**config.mk**
```make
export PLATFORM = sky130hd
export DESIGN_NAME = sram_boot_loader_flat
export DESIGN_NICKNAME = d
export VERILOG_FILES = /design/src/rtl/sram_boot_loader_pkg.sv /design/src/rtl/sram_boot_loader_if.sv /design/src/rtl/sram_boot_loader_timeout_ctr.sv /design/src/rtl/sram_boot_loader.sv /design/src/flat_wrapper.sv
export SDC_FILE = /design/constraint.sdc
export NUM_CORES = 1
export LEC_CHECK = 0
export ABC_AREA = 0
export CAP_MARGIN = 20
export CORE_UTILIZATION = 33
export DETAILED_ROUTE_END_ITERATION = 12
export PLACE_DENSITY = 0.64
export SYNTH_ARGS = -nofsm -noshare
export SYNTH_HDL_FRONTEND = slang
export SYNTH_SLANG_ARGS = --single-unit
```
**constraint.sdc**
```tcl
create_clock -name clk -period 5.18 [get_ports clk]
set_input_delay 1.036 -clock clk [delete_from_list [all_inputs] [get_ports clk]]
set_output_delay 1.036 -clock clk [all_outputs]
set_load 0.01 [all_outputs]
```
**src/rtl/sram_boot_loader_pkg.sv**
```systemverilog
// Shared types and constants for the SRAM boot loader.
//   state_e         : loader FSM states
//   CMD_*_DEF       : default command byte values
//   FRAME_HDR_BYTES : CMD + ADDR_LO + ADDR_HI + LEN_LO + LEN_HI
package boot_pkg;

    typedef enum logic [2:0] {
        IDLE  = 3'd0,
        ADDR0 = 3'd1,
        ADDR1 = 3'd2,
        LEN0  = 3'd3,
        LEN1  = 3'd4,
        DATA  = 3'd5,
        WRITE = 3'd6,
        RUN   = 3'd7
    } state_e;

    localparam logic [7:0] CMD_IWR_DEF = 8'hA5;
    localparam logic [7:0] CMD_DWR_DEF = 8'h5A;
    localparam logic [7:0] CMD_RUN_DEF = 8'hC3;

    localparam int FRAME_HDR_BYTES = 5;

    // States in which the inter-byte idle timer runs.
    function automatic logic in_frame(state_e s);
        return (s == ADDR0) || (s == ADDR1) || (s == LEN0) ||
               (s == LEN1)  || (s == DATA);
    endfunction

endpackage

```
**src/rtl/sram_boot_loader_if.sv**
```systemverilog
// Bus bundle between the boot loader and its surroundings.
//   in_valid/in_data/in_ready : byte stream (valid/ready)
//   mem_owner, cpu_nrst       : SRAM port ownership and core reset
//   isram_* / dsram_*         : SRAM write ports
//   err                       : sticky error flag
// master: byte source / system side.  slave: the loader.
interface sram_boot_loader_if;
    logic        in_valid;
    logic [7:0]  in_data;
    logic        in_ready;
    logic        mem_owner;
    logic        cpu_nrst;
    logic        isram_wen;
    logic [15:0] isram_waddr;
    logic [31:0] isram_wdata;
    logic [3:0]  dsram_wen;
    logic [15:0] dsram_waddr;
    logic [31:0] dsram_wdata;
    logic        err;

    modport master (
        output in_valid, in_data,
        input  in_ready, mem_owner, cpu_nrst, isram_wen, isram_waddr, isram_wdata,
               dsram_wen, dsram_waddr, dsram_wdata, err
    );

    modport slave (
        input  in_valid, in_data,
        output in_ready, mem_owner, cpu_nrst, isram_wen, isram_waddr, isram_wdata,
               dsram_wen, dsram_waddr, dsram_wdata, err
    );
endinterface

```
**src/rtl/sram_boot_loader_timeout_ctr.sv**
```systemverilog
// Inter-byte idle timer.  Down-counter reloaded whenever it is cleared or
// disabled; expire fires on the TIMEOUT-th consecutive enabled cycle with no
// clear.
//   clk, nrst : clock, synchronous active-high reset
//   clr       : restart the idle interval (byte accepted)
//   en        : timer running
//   expire    : idle interval elapsed this cycle
module boot_timeout_ctr #(
    parameter int TIMEOUT = 1024
) (
    input  logic clk,
    input  logic nrst,
    input  logic clr,
    input  logic en,
    output logic expire
);
    localparam int CW = $clog2(TIMEOUT);
    localparam logic [CW-1:0] LOAD = CW'(TIMEOUT - 1);

    logic [CW-1:0] cnt;

    always_ff @(posedge clk) begin
        if (nrst) begin
            cnt <= LOAD;
        end else if (clr || !en) begin
            cnt <= LOAD;
        end else if (cnt != '0) begin
            cnt <= cnt - 1'b1;
        end
    end

    assign expire = en && !clr && (cnt == '0);
endmodule

```
**src/rtl/sram_boot_loader.sv**
```systemverilog
// Boot-time loader: parses write frames from a byte stream into 32-bit word
// writes to ISRAM/DSRAM, holding the core in reset until a RUN command.
//   clk, nrst : clock, synchronous active-high reset
//   bus       : slave side of sram_boot_loader_if (stream in, SRAM ports,
//               mem_owner, cpu_nrst, err)
//
// state | meaning
// IDLE  | waiting for a command byte
// ADDR0 | waiting for address low byte
// ADDR1 | waiting for address high byte
// LEN0  | waiting for word count low byte
// LEN1  | waiting for word count high byte
// DATA  | collecting the 4 bytes of a word
// WRITE | one-cycle write strobe, stream stalled
// RUN   | core released, loader idle until reset
module sram_boot_loader #(
    parameter logic [7:0] CMD_IWR = boot_pkg::CMD_IWR_DEF,
    parameter logic [7:0] CMD_DWR = boot_pkg::CMD_DWR_DEF,
    parameter logic [7:0] CMD_RUN = boot_pkg::CMD_RUN_DEF,
    parameter int         TIMEOUT = 1024
) (
    input  logic                clk,
    input  logic                nrst,
    sram_boot_loader_if.slave   bus
);
    import boot_pkg::*;

    state_e      state, state_nxt;
    logic        tgt_dsram;
    logic [15:0] addr;
    logic [15:0] len;
    logic [31:0] word;
    logic [1:0]  byte_idx;
    logic        out_en;
    logic        expire;
    logic        accept;
    logic        ready_c;
    logic [15:0] isram_waddr_q, dsram_waddr_q;
    logic [31:0] isram_wdata_q, dsram_wdata_q;
    logic [31:0] word_nxt;
    logic        err_q;

    assign accept   = bus.in_valid && ready_c;
    // Little-endian: each new byte enters at the top, so the first byte ends up in [7:0].
    assign word_nxt = {bus.in_data, word[31:8]};

    boot_timeout_ctr #(.TIMEOUT(TIMEOUT)) u_tmo (
        .clk    (clk),
        .nrst   (nrst),
        .clr    (accept),
        .en     (in_frame(state)),
        .expire (expire)
    );

    always_ff @(posedge clk) begin
        if (nrst) state <= IDLE;
        else      state <= state_nxt;
    end

    always_comb begin
        state_nxt = state;
        case (state)
            IDLE: begin
                if (accept) begin
                    if (bus.in_data == CMD_IWR || bus.in_data == CMD_DWR) state_nxt = ADDR0;
                    else if (bus.in_data == CMD_RUN)                      state_nxt = RUN;
                end
            end
            ADDR0: if (accept) state_nxt = ADDR1; else if (expire) state_nxt = IDLE;
            ADDR1: if (accept) state_nxt = LEN0;  else if (expire) state_nxt = IDLE;
            LEN0:  if (accept) state_nxt = LEN1;  else if (expire) state_nxt = IDLE;
            LEN1: begin
                if (accept) state_nxt = ({bus.in_data, len[7:0]} == 16'd0) ? IDLE : DATA;
                else if (expire) state_nxt = IDLE;
            end
            DATA: begin
                if (accept && byte_idx == 2'd3) state_nxt = WRITE;
                else if (!accept && expire)     state_nxt = IDLE;
            end
            WRITE:   state_nxt = (len == 16'd1) ? IDLE : DATA;
            RUN:     state_nxt = RUN;
            default: state_nxt = IDLE;
        endcase
    end

    always_comb begin
        ready_c       = out_en && (state != WRITE) && (state != RUN);
        bus.in_ready  = ready_c;
        bus.mem_owner = (state != RUN);
        bus.cpu_nrst  = (state == RUN);
        bus.isram_wen = (state == WRITE) && !tgt_dsram;
        bus.dsram_wen = ((state == WRITE) && tgt_dsram) ? 4'hF : 4'h0;
    end

    always_ff @(posedge clk) begin
        if (nrst) begin
            out_en        <= 1'b0;
            tgt_dsram     <= 1'b0;
            addr          <= '0;
            len           <= '0;
            word          <= '0;
            byte_idx      <= '0;
            err_q         <= 1'b0;
            isram_waddr_q <= '0;
            isram_wdata_q <= '0;
            dsram_waddr_q <= '0;
            dsram_wdata_q <= '0;
        end else begin
            out_en <= 1'b1;
            if (accept) begin
                case (state)
                    IDLE: begin
                        if (bus.in_data == CMD_IWR)      tgt_dsram <= 1'b0;
                        else if (bus.in_data == CMD_DWR) tgt_dsram <= 1'b1;
                        else if (bus.in_data != CMD_RUN) err_q     <= 1'b1;
                    end
                    ADDR0: addr[7:0]  <= {bus.in_data[7:2], 2'b00};
                    ADDR1: addr[15:8] <= bus.in_data;
                    LEN0:  len[7:0]   <= bus.in_data;
                    LEN1: begin
                        len[15:8] <= bus.in_data;
                        byte_idx  <= 2'd0;
                    end
                    DATA: begin
                        word     <= word_nxt;
                        byte_idx <= byte_idx + 2'd1;
                        // Output registers load on entry to WRITE and then hold.
                        if (byte_idx == 2'd3) begin
                            if (tgt_dsram) begin
                                dsram_waddr_q <= addr;
                                dsram_wdata_q <= word_nxt;
                            end else begin
                                isram_waddr_q <= addr;
                                isram_wdata_q <= word_nxt;
                            end
                        end
                    end
                    default: ;
                endcase
            end
            if (expire) err_q <= 1'b1;
            if (state == WRITE) begin
                addr <= addr + 16'd4;
                len  <= len - 16'd1;
            end
        end
    end

    assign bus.isram_waddr = isram_waddr_q;
    assign bus.isram_wdata = isram_wdata_q;
    assign bus.dsram_waddr = dsram_waddr_q;
    assign bus.dsram_wdata = dsram_wdata_q;
    assign bus.err         = err_q;
endmodule

```
**src/flat_wrapper.sv**
```systemverilog
// flat-port wrapper written by rule: the top's interface ports become plain ports
module sram_boot_loader_flat import boot_pkg::*;
#(
    parameter logic [7:0] CMD_IWR = boot_pkg::CMD_IWR_DEF,
    parameter logic [7:0] CMD_DWR = boot_pkg::CMD_DWR_DEF,
    parameter logic [7:0] CMD_RUN = boot_pkg::CMD_RUN_DEF,
    parameter int         TIMEOUT = 1024
)
  (clk, nrst, bus_in_valid, bus_in_data, bus_in_ready, bus_mem_owner, bus_cpu_nrst, bus_isram_wen, bus_isram_waddr, bus_isram_wdata, bus_dsram_wen, bus_dsram_waddr, bus_dsram_wdata, bus_err);
  sram_boot_loader_if bus_i ();
  input  logic clk;
  input  logic nrst;
  input wire logic [$bits(bus_i.in_valid)-1:0] bus_in_valid;
  input wire logic [$bits(bus_i.in_data)-1:0] bus_in_data;
  output wire logic [$bits(bus_i.in_ready)-1:0] bus_in_ready;
  output wire logic [$bits(bus_i.mem_owner)-1:0] bus_mem_owner;
  output wire logic [$bits(bus_i.cpu_nrst)-1:0] bus_cpu_nrst;
  output wire logic [$bits(bus_i.isram_wen)-1:0] bus_isram_wen;
  output wire logic [$bits(bus_i.isram_waddr)-1:0] bus_isram_waddr;
  output wire logic [$bits(bus_i.isram_wdata)-1:0] bus_isram_wdata;
  output wire logic [$bits(bus_i.dsram_wen)-1:0] bus_dsram_wen;
  output wire logic [$bits(bus_i.dsram_waddr)-1:0] bus_dsram_waddr;
  output wire logic [$bits(bus_i.dsram_wdata)-1:0] bus_dsram_wdata;
  output wire logic [$bits(bus_i.err)-1:0] bus_err;
  assign bus_i.in_valid = bus_in_valid;
  assign bus_i.in_data = bus_in_data;
  assign bus_in_ready = bus_i.in_ready;
  assign bus_mem_owner = bus_i.mem_owner;
  assign bus_cpu_nrst = bus_i.cpu_nrst;
  assign bus_isram_wen = bus_i.isram_wen;
  assign bus_isram_waddr = bus_i.isram_waddr;
  assign bus_isram_wdata = bus_i.isram_wdata;
  assign bus_dsram_wen = bus_i.dsram_wen;
  assign bus_dsram_waddr = bus_i.dsram_waddr;
  assign bus_dsram_wdata = bus_i.dsram_wdata;
  assign bus_err = bus_i.err;
  sram_boot_loader #(.CMD_IWR(CMD_IWR), .CMD_DWR(CMD_DWR), .CMD_RUN(CMD_RUN), .TIMEOUT(TIMEOUT)) u_core (.clk(clk), .nrst(nrst), .bus(bus_i));
endmodule
```
---- Word level (Yosys, flattened, before mapping) ----
Index checks and enable logic that the tools add are counted.
word-level totals
  output and inout port bits .............. 105
  bits in registers ....................... 178
cells by class
  bitwise logic cells ..................... 1
  reduce and logical (&&, ||, !) cells .... 44
  equality and inequality tests ........... 20
  mux-type cells .......................... 32
  $add $sub $neg .......................... 4
operators by type and width
  operator                                                                 count
  16-bit 2-to-1 mux                                                        4
  3-bit 2-to-1 mux                                                         12
  8-bit 2-to-1 mux                                                         4
  3-bit case mux with 8 select lines                                       1
  2-bit nonzero test                                                       10
  16-bit by 3-bit adder with 16-bit output, second input constant          1
  16-bit by 1-bit equality test with 1-bit output, second input constant   1
  8-bit equality test, second input constant                               2
  16-bit logical NOT                                                       1
  16-bit by 1-bit subtractor with 16-bit output, second input constant     1
  3-bit equality test, second input constant                               4
  2-bit AND reduction                                                      6
  10-bit logical NOT                                                       1
  10-bit nonzero test                                                      1
  10-bit by 1-bit subtractor with 10-bit output, second input constant     1
  1-bit logical AND                                                        9
  1-bit 2-to-1 mux                                                         9
  3-bit inequality test, second input constant                             3
  8-bit by 7-bit equality test with 1-bit output, second input constant    1
  8-bit inequality test, second input constant                             1
  4-bit AND reduction                                                      2
  3-bit by 2-bit equality test with 1-bit output, second input constant    2
  1-bit logical OR                                                         6
  2-bit by 1-bit inequality test with 1-bit output, second input constant  3
  12 further kinds                                                         15

---- Longest topological paths before layout ----
Gate-level depths: netlist of run 1.
  depth in word-level cells ............... 11
  gate-level depth with buffers ........... 9

---- By module ----
Synthesis of run 1 repeated with hierarchy kept, for this count alone.
second synthesis, totals
  cell total of the unflattened synthesis .. 911
  area total of the unflattened synthesis .. 7030.5 µm²
by module, submodules not included
  module            cells each  area an instance (µm²)  times used
  sram_boot_loader  854         6518.8                  1
  boot_timeout_ctr  57          511.7                   1

---- Worst setup path before layout of run 1 ----
OpenSTA, ideal clock, no wires.
  path type ............................... register -> output
  from .................................... register u_core.state[0]
  to ...................................... output bus_dsram_wen[1]
  data required time ...................... 4.144 ns
  cell stages (with the launch flop) ...... 7
  data arrival time ....................... 1.520 ns
  buffers on the path ..................... 4
  path slack .............................. 2.624 ns
  path through ............................ dfxtp_1 buf_2 and3b_1 buf_2 buf_1 and2_1 buf_4
between the ends
  longest elaborated chain between the ends .. 3
ends and longest elaborated chain
  element                 line                    RTL
  from (decl)             sram_boot_loader.sv:28  state_e state, state_nxt;
  from (signal assigned)  sram_boot_loader.sv:57  else state <= state_nxt;
  3-bit equality test     sram_boot_loader.sv:92  bus.dsram_wen = ((state == WRITE) && tgt_dsram) ? 4'hF : 4'h0;
  1-bit logical AND       sram_boot_loader.sv:92
  4-bit 2-to-1 mux        sram_boot_loader.sv:92
  to (decl)               flat_wrapper.sv:21      output wire logic [$bits(bus_i.dsram_wen)-1:0] bus_dsram_wen;
No other way between the ends.

---- Worst setup path after layout of run 1 ----
  from .................................... register u_core.state[2]
  to ...................................... output bus_in_ready
between the ends
  longest elaborated chain between the ends .. 3
  elaborated cells on any way between the ends .. 4
ends and longest elaborated chain
  element                line                    RTL
  3-bit inequality test  sram_boot_loader.sv:87  ready_c = out_en && (state != WRITE) && (state != RUN);
  1-bit logical AND      sram_boot_loader.sv:87
  1-bit logical AND (*)  sram_boot_loader.sv:87
  to (decl)              flat_wrapper.sv:15      output wire logic [$bits(bus_i.in_ready)-1:0] bus_in_ready;
Mark *: on every way between the ends. The rest lies on a longest branch, timed or not.

==> impl_metrics.ini, run 1 <==
[worst_setup_path]
startpoint = u_core.state[2]$_SDFFE_PP0P_
r2r_end = u_core.bus.isram_waddr[15]$_SDFFE_PP0P_
cp-start-kind = flop
worstPathMaxFanout = 20
path_class = reg2out
worst_setup_path_end_kind = output pin
path_depth = 3
cp_cell_sequence = nand2_1 -> and2_1 -> clkdlybuf4s50_1
critPathArrivalTime_ns = 2.31
r2r_slack_ns = 2.57
slowest_delay_ns = 0.76
worstPathRequired_ns = 4.14
crit_family = flip-flops
regToRegStartpoint = u_core.state[1]$_SDFFE_PP0P_
cpMaxStageDelayCell = dfxtp_1
r2r_cells = 6
endpoint = bus_in_ready
cp_num_buf_inv = 1

[drt]
drc_errors = 0
finalWirelength_um = 19600
ant_nets = 0
viasPerCell = 5.15
vias = 6484
drtIter0Drc = 572
wl_per_cell_um = 15.5
firstDrtPassIters = 5

[die]
io_pins = 116
core-area_um2 = 20400
initial_utilization_pct = 34.0
chipHeight_um = 147
rows = 52
die_w_um = 147
dieArea_um2 = 21600

[synthesis]
synthCells = 910
synth_cell_types = 55
syn_avg_cell_area_um2 = 7.64
ys_ff_latch = 164
synth_area_leaders = dfxtp_1 47%, nand2_1 15%, a21oi_1 11%
synthArstFlopShare_pct = 0
synth_area_um2 = 6950
synth_edf_count = 0
synth_top_cell_area_share_pct = 47.2
ys_warn_count = 0
yosysSeqAreaShare_pct = 47.2
synthFlopType = dfxtp_1
yosysTopAreaCell = dfxtp_1

[clock_network]
cts.sinks = 164
cts_tree = built
post_cts_buffers = 0
holdBufCountCts = 0
numCtsBuffers = 17
htreeDepth = 4
cts.path.max_buffers = 2
clk_root_buffer_cell = clkbuf_16
cts.repair.resized = 0
clk_pin_slew_ns = 0.06
clock_latency_ns = 0.42

[final_layout]
drive_gt1_share_pct = 5.16
nNetsFinal = 993
mostFrequentLayoutCell = nand2_1
syn_to_final_growth_pct = 26.6
antenna_cells = 0
mostFrequentLayoutCells = 274 x nand2_1, 164 x dfxtp_1, 153 x a21oi_1
final_cell_count_no_fill = 1259

[timing]
min_period_over_period_pct = 64.6
layout_setup_ws_ns = 1.83
fmaxAchievable_mhz = 299
setup_viol = 0
skew_ns = 0.00673
tightest_slew_ns = 1.11
setup_tns_ns = 0
period_needed_ns = 3.35
grt_setup_unrepaired = false
whs_ns = 0.453
finalHoldViolCount = 0
slew_headroom_pct = 25.6
drv_slew = 0

[run_status]
status = finished, final reports clean

[placement]
gp_congestion = 0.861
hpwl_um = 12700
dpl_worst_slack_ns = 1.61
io_buffers = 111
dp.cells = 1226

[global_route]
grt_pass1_vias = 5937
antenna_found_initial = 0
gr-total-overflow = 0
grt_usage_pct = 18.2
grt_max_degree = 99
grt_pass1_wl_um = 31400

[pwr]
p_per_area_nw_per_um2 = 355
irDropWorstVdd_mv = 0.229
leakagePower_nw = 2.87
finalPower_w = 0.00312

[job]
maxCapViolations = 0

[min_path]
min_path_type = reg2reg
-- flip-flops by register name, indices dropped and copies added, names as in the netlist --
name                    cells
u_core.bus.dsram_wdata     32
u_core.bus.isram_wdata     32
u_core.word                24
u_core.len                 16
u_core.addr                14
u_core.bus.dsram_waddr     14
u_core.bus.isram_waddr     14
u_core.u_tmo.cnt           10
u_core.state                3
u_core.byte_idx             2
u_core.bus.err              1
u_core.out_en               1
u_core.tgt_dsram            1
-- metrics by stage --
step	util [%]	area [um^2]
2_1_floorplan	-	6960
3_3_place_gp	39.8	8120
3_5_place_dp	39.8	8120
4_1_cts	43.0	8780
5_1_grt	43.1	8800
6_report	43.1	8800
-- worst min-delay path by stage --
stage	startpoint	to	slack, ns	cells past startpoint
finish	u_core.bus.isram_wdata[4]$_SDFFE_PP0P_	u_core.bus.isram_wdata[4]$_SDFFE_PP0P_	0.45	2
global route	u_core.bus.isram_wdata[30]$_SDFFE_PP0P_	u_core.bus.isram_wdata[30]$_SDFFE_PP0P_	0.47	2
CTS	u_core.bus.isram_wdata[4]$_SDFFE_PP0P_	u_core.bus.isram_wdata[4]$_SDFFE_PP0P_	0.45	2
detailed placement	u_core.bus.isram_wdata[4]$_SDFFE_PP0P_	u_core.bus.isram_wdata[4]$_SDFFE_PP0P_	0.45	2
global placement	u_core.bus.dsram_wdata[15]$_SDFFE_PP0P_	u_core.bus.dsram_wdata[15]$_SDFFE_PP0P_	0.44	2
floorplan	u_core.byte_idx[1]$_SDFFE_PP0P_	u_core.byte_idx[1]$_SDFFE_PP0P_	0.44	2
-- kinds of logic (layout without fill, tap and decap cells) --
family / count (synthesis) / in the layout / share of synthesized area (%)
mux: 2 / 2 / 0.288
fa+ha+maj: 6 / 6 / 1.08
simple gates: 413 / 413 / 26.2
other cells: 1 / 4 / 0.0540
xor+xnor: 10 / 10 / 1.26
compound gates: 229 / 229 / 18.3
flops: 164 / 164 / 47.2
buf+inv: 85 / 161 / 5.58
-- metal layers --
metal / wire length [um] / share of wire [%] / global-route usage, %
met5: 0 / 0 / 0
met4: 444 / 2.3 / 6.55
met3: 1320 / 6.7 / 4.29
met2: 8690 / 44 / 27.8
met1: 9110 / 47 / 25.0
-- synthesized netlist by cell type, types with 3 or more instances --
cell type / count
or3_1: 9
dfxtp_1: 164
inv_1: 9
o21a_1: 5
or4bb_1: 3
nand4_1: 4
or4_1: 4
nor4_1: 7
a31oi_1: 12
nand2b_1: 5
a21oi_1: 153
a211oi_1: 9
o21ai_0: 27
and2_1: 7
nor2_1: 35
nor3_1: 16
nand3_1: 23
ha_1: 6
o22ai_1: 7
nand2_1: 274
nor2b_1: 4
nand3b_1: 3
clkbuf_1: 48
xor2_1: 6
buf_2: 12
xnor2_1: 4
and3_1: 8
buf_4: 12
-- where the power goes --
part | switching (W) | total [W] | leakage (nW) | internal, W
Sequential | 0.0000766 | 0.00137 | 1.32 | 0.00130
Combinational | 0.000225 | 0.000348 | 1.23 | 0.000123
Clock | 0.000516 | 0.00140 | 0.317 | 0.000883
Total | 0.000817 | 0.00312 | 2.87 | 0.00230
-- final cells by class --
class                           instances  area [um^2]
Fill cell                            2075        11600
Tap cell                              270          338
Clock buffer                           20          457
Timing Repair Buffer                  120         1190
Inverter                                9         33.8
Multi-Input combinational cell        664         3300
Clock inverter                         12          201
Sequential cell                       164         3280
-- tightest hold or removal path, cell delays in order (launching register included) --
cell and delay [ns]:
dfxtp_1 0.31, nand2_1 0.05, a21oi_1 0.05
No activity file was read; power rests on OpenSTA's default activity.
==> run 2, diff against run 1 <==
Clock period 5.18 ns to 3.4 ns, I/O delays scaled along.
==> run 2 against run 1 <==
Sequential share of layout area shrank 0.26 points. Design area grew 0.70%. Critical path type unchanged. Worst hold slack is essentially flat. Critical path depth is the same. Sequential cell count is the same. Highest routed layer unchanged. Largest cell class unchanged. First-iteration DRC count grew 8.7%. Sequential power grew 52%.
==> impl_metrics.ini, run 2 (synthesized netlist as in run 1, its figures left out) <==
[clock_network]
htreeDepth = 4
cts.repair.resized = 0
cts.path.max_buffers = 2
clk_pin_slew_ns = 0.07
clock_latency_ns = 0.43
numCtsBuffers = 17
post_cts_buffers = 0
clk_root_buffer_cell = clkbuf_16
cts.sinks = 164
cts_tree = built
holdBufCountCts = 0

[die]
die_w_um = 147
initial_utilization_pct = 34.0
dieArea_um2 = 21600
rows = 52
io_pins = 116
core-area_um2 = 20400
chipHeight_um = 147

[final_layout]
fillers = 2062
syn_to_final_growth_pct = 27.5
mostFrequentLayoutCells = 274 x nand2_1, 164 x dfxtp_1, 153 x a21oi_1
regArea_um2 = 3280
drive_gt1_share_pct = 6.00
final_cell_count_no_fill = 1270
antenna_cells = 0
multi_input_area_um2 = 3300
nNetsFinal = 1004
mostFrequentLayoutCell = nand2_1

[placement]
gp_congestion = 0.846
io_buffers = 111
dpl_worst_slack_ns = 0.487
dp.cells = 1238
hpwl_um = 13400

[pwr]
irDropWorstVdd_mv = 0.422
finalPower_w = 0.00472
p_per_area_nw_per_um2 = 532
leakagePower_nw = 2.92

[drt]
ant_nets = 0
finalWirelength_um = 20200
viasPerCell = 5.17
drc_errors = 0
vias = 6570
wl_per_cell_um = 15.9
firstDrtPassIters = 6
drtIter0Drc = 622

[worst_setup_path]
critPathArrivalTime_ns = 2.21
path_class = reg2out
slowest_delay_ns = 0.70
worstPathRequired_ns = 2.72
r2r_slack_ns = 1.07
worst_setup_path_end_kind = output pin
cpMaxStageDelayCell = dfxtp_1
cp-start-kind = flop
worstPathMaxFanout = 18
cp_cell_sequence = nand2_1 -> and2_1 -> clkdlybuf4s50_1
crit_family = flip-flops
cp_num_buf_inv = 1

[timing]
slew_headroom_pct = 50.1
grt_setup_unrepaired = false
layout_setup_ws_ns = 0.506
skew_ns = 0.00808
drv_slew = 0
setup_viol = 0
setup_tns_ns = 0
tightest_slew_ns = 0.740
period_needed_ns = 2.89
finalHoldViolCount = 0
fmaxAchievable_mhz = 346
min_period_over_period_pct = 85.1

[job]
maxCapViolations = 0

[global_route]
grt_usage_pct = 18.8
antenna_found_initial = 0
gr-total-overflow = 0
grt_max_degree = 104
grt_pass1_vias = 5985
grt_pass1_wl_um = 32200

[min_path]
min_path_type = reg2reg

[run_status]
status = finished, final reports clean
run 2: cell count changes in the layout (fill, tap and decap cells not counted), sizes merged:
cell      delta
buf         +11
bufinv       -1
clkbuf       +1
clkinv       +1
clkinvlp     -2
inv          +1
run 2: worst reg2reg max path, delay by kind of cell, from the launching register on:
| family | cells | cell delay, ns |
|---|---|---|
| buffers and inverters | 2 | 0.60 |
| DFF | 1 | 0.54 |
| AOI/OAI and AO/OA | 1 | 0.07 |
| and+or+nand+nor | 4 | 0.98 |
run 2: cell type report:
type,instances,area share (%)
timing repair buffer,131,14.5
clock buffer,21,5.08
multi-input combinational,664,37.2
inverter,9,0.381
sequential,164,37.0
tap,270,3.81
clock inverter,11,1.96
run 2: worst paths after layout:
check | to | start | cells past startpoint
setup / recovery | bus_in_ready | u_core.state[1]$_SDFFE_PP0P_ | 3
hold / removal | u_core.bus.isram_wdata[6]$_SDFFE_PP0P_ | u_core.bus.isram_wdata[6]$_SDFFE_PP0P_ | 2
setup reg to reg | u_core.bus.isram_waddr[6]$_SDFFE_PP0P_ | u_core.state[2]$_SDFFE_PP0P_ | 7
hold reg to reg | u_core.bus.isram_wdata[6]$_SDFFE_PP0P_ | u_core.bus.isram_wdata[6]$_SDFFE_PP0P_ | 2
run 2: power breakdown:
| group | internal (W) | switching [W] | leakage [nW] | total (W) |
|---|---|---|---|---|
| Sequential | 0.00198 | 0.000100 | 1.32 | 0.00208 |
| Clock | 0.00126 | 0.000807 | 0.306 | 0.00206 |
| Combinational | 0.000205 | 0.000375 | 1.29 | 0.000580 |
run 2: through the flow:
step           util, %  hold WS (ns)  cell area [um^2]
3_3_place_gp      40.3         0.442              8240
5_1_grt           43.4         0.471              8860
6_report          43.4         0.454              8860
2_1_floorplan        -         0.436              6960
4_1_cts           43.4         0.456              8860
3_5_place_dp      40.3         0.447              8240
run 2: metal layers:
layer,part of all wire (%),global-route usage (%)
met2,44,28.1
met4,2.5,7.78
met3,6.4,4.10
met1,47,26.1
met5,0,0
==> run 3, diff against run 2 <==
Settings changed: CORE_MARGIN set to 3, HOLD_SLACK_MARGIN set to 0.05.
==> run 3 against run 2 <==
Cell count fell by 0.47%. Sequential cell count is the same. Core utilization decreased by 0.69 points. Clock power fell by 14%. Routed wire length decreased by 2.9%. Die area grew 5.5%. Largest cell class unchanged.
==> impl_metrics.ini, run 3 (synthesized netlist as in run 1, its figures left out) <==
[timing]
slew_headroom_pct = 49.4
grt_setup_unrepaired = false
setup_tns_ns = 0
fmaxAchievable_mhz = 341
drv_slew = 0
finalHoldViolCount = 0
tightest_slew_ns = 0.751
min_period_over_period_pct = 86.2
setup_viol = 0
period_needed_ns = 2.93
skew_ns = 0.00717
layout_setup_ws_ns = 0.469

[placement]
io_buffers = 111
gp_congestion = 0.893
dp.cells = 1235
placed_cell_area_um2 = 8220
hpwl_um = 13000
dpl_worst_slack_ns = 0.561

[die]
core-area_um2 = 20500
rows = 52
dieArea_um2 = 22800
chipHeight_um = 151
io_pins = 116
die_w_um = 151
initial_utilization_pct = 33.9

[worst_setup_path]
regToRegStartpoint = u_core.state[0]$_SDFFE_PP0P_
path_class = reg2out
cp_num_buf_inv = 1
worst_setup_path_end_kind = output pin
slowest_delay_ns = 0.73
worstPathRequired_ns = 2.72
critPathArrivalTime_ns = 2.25
crit_family = flip-flops
cp-start-kind = flop
worstPathMaxFanout = 20
r2r_cells = 6
cpMaxStageDelayCell = dfxtp_1
cp_cell_sequence = nand2_1 -> and2_1 -> clkdlybuf4s50_1
r2r_end = u_core.bus.dsram_wdata[5]$_SDFFE_PP0P_
r2r_slack_ns = 1.04

[global_route]
grt_pass1_vias = 5991
gr-total-overflow = 0
grt_pass1_wl_um = 31300
grt_max_degree = 121
grt_usage_pct = 17.3
antenna_found_initial = 0

[pwr]
swShare_pct = 27.8
p_int_w = 0.00318
irDropWorstVdd_mv = 0.310
seq_power_share_pct = 47.4
leakagePower_nw = 2.86
p_per_area_nw_per_um2 = 503
clock_power_share_pct = 40.2
net-switching-power_w = 0.00123
comb_power_share_pct = 12.3

[final_layout]
mostFrequentLayoutCell = nand2_1
mostFrequentLayoutCells = 274 x nand2_1, 164 x dfxtp_1, 153 x a21oi_1
fillers = 2150
drive_gt1_share_pct = 5.63
final_cell_count_no_fill = 1264
syn_to_final_growth_pct = 25.9
antenna_cells = 0
postLayoutCellArea_um2 = 8750
nNetsFinal = 1001

[drt]
ant_nets = 0
drc_errors = 0
viasPerCell = 5.13
firstDrtPassIters = 5
drtIter0Drc = 429
wl_per_cell_um = 15.5
vias = 6490
finalWirelength_um = 19600

[clock_network]
post_cts_buffers = 0
cts.sinks = 164
htreeDepth = 4
cts.path.max_buffers = 2
clock_latency_ns = 0.43
clk_pin_slew_ns = 0.06
cts.repair.resized = 0
holdBufCountCts = 0
numCtsBuffers = 17
clk_root_buffer_cell = clkbuf_16
cts_tree = built

[job]
maxCapViolations = 0

[min_path]
whs_endpoint = u_core.bus.isram_waddr[6]$_SDFFE_PP0P_
worstHoldPathCells = 2
min_path_type = reg2reg
hold_start = u_core.bus.isram_waddr[6]$_SDFFE_PP0P_

[run_status]
status = finished, final reports clean
run 3: through the flow:
step	total power, W	hold slack, ns	utilization [%]
after floorplan	0.00252	0.436	-
after global placement	0.00266	0.442	40.1
after detailed placement	0.00266	0.446	40.1
after CTS	0.00443	0.455	42.7
after global routing	0.00458	0.469	42.7
final	0.00440	0.452	42.7
run 3: power by group through the flow:
stage / clock network (W) / registers [W] / logic (W)
finish: 0.00177 / 0.00209 / 0.000544
global route: 0.00188 / 0.00210 / 0.000601
detailed placement: 0 / 0.00213 / 0.000535
CTS: 0.00180 / 0.00209 / 0.000537
floorplan: 0 / 0.00206 / 0.000458
global placement: 0 / 0.00212 / 0.000534
run 3: how the worst max path moves through the flow:
stage	from	to	depth (start not counted)
after global placement	bus_in_data[5]	u_core.state[1]$_SDFFE_PP0P_	6
final	u_core.state[2]$_SDFFE_PP0P_	bus_in_ready	3
after CTS	u_core.state[2]$_SDFFE_PP0P_	bus_in_ready	3
after floorplan	u_core.state[0]$_SDFFE_PP0P_	bus_dsram_wen[1]	6
after global routing	u_core.state[2]$_SDFFE_PP0P_	bus_in_ready	3
after detailed placement	bus_in_data[2]	u_core.state[1]$_SDFFE_PP0P_	6
run 3: final cells by class:
class                   instances  area (um^2)  area share, %
clock inverters                 7         50.0          0.572
inverters                       9         33.8          0.386
multi-input cells             664         3300           37.7
well taps                     270          338           3.86
repair buffers                128         1260           14.4
flip-flops and latches        164         3280           37.5
clock buffers                  22          484           5.53
run 3: tightest hold or removal path, cell delays in order (launching register included):
cell	delay, ns
dfxtp_1	0.31
nand2_1	0.05
a21oi_1	0.05
run 3: metal layers:
layer | routed length (um) | GRT usage, %
met1 | 9470 | 24.8
met2 | 8770 | 26.4
met3 | 1110 | 3.74
met4 | 258 | 4.53
met5 | 0 | 0
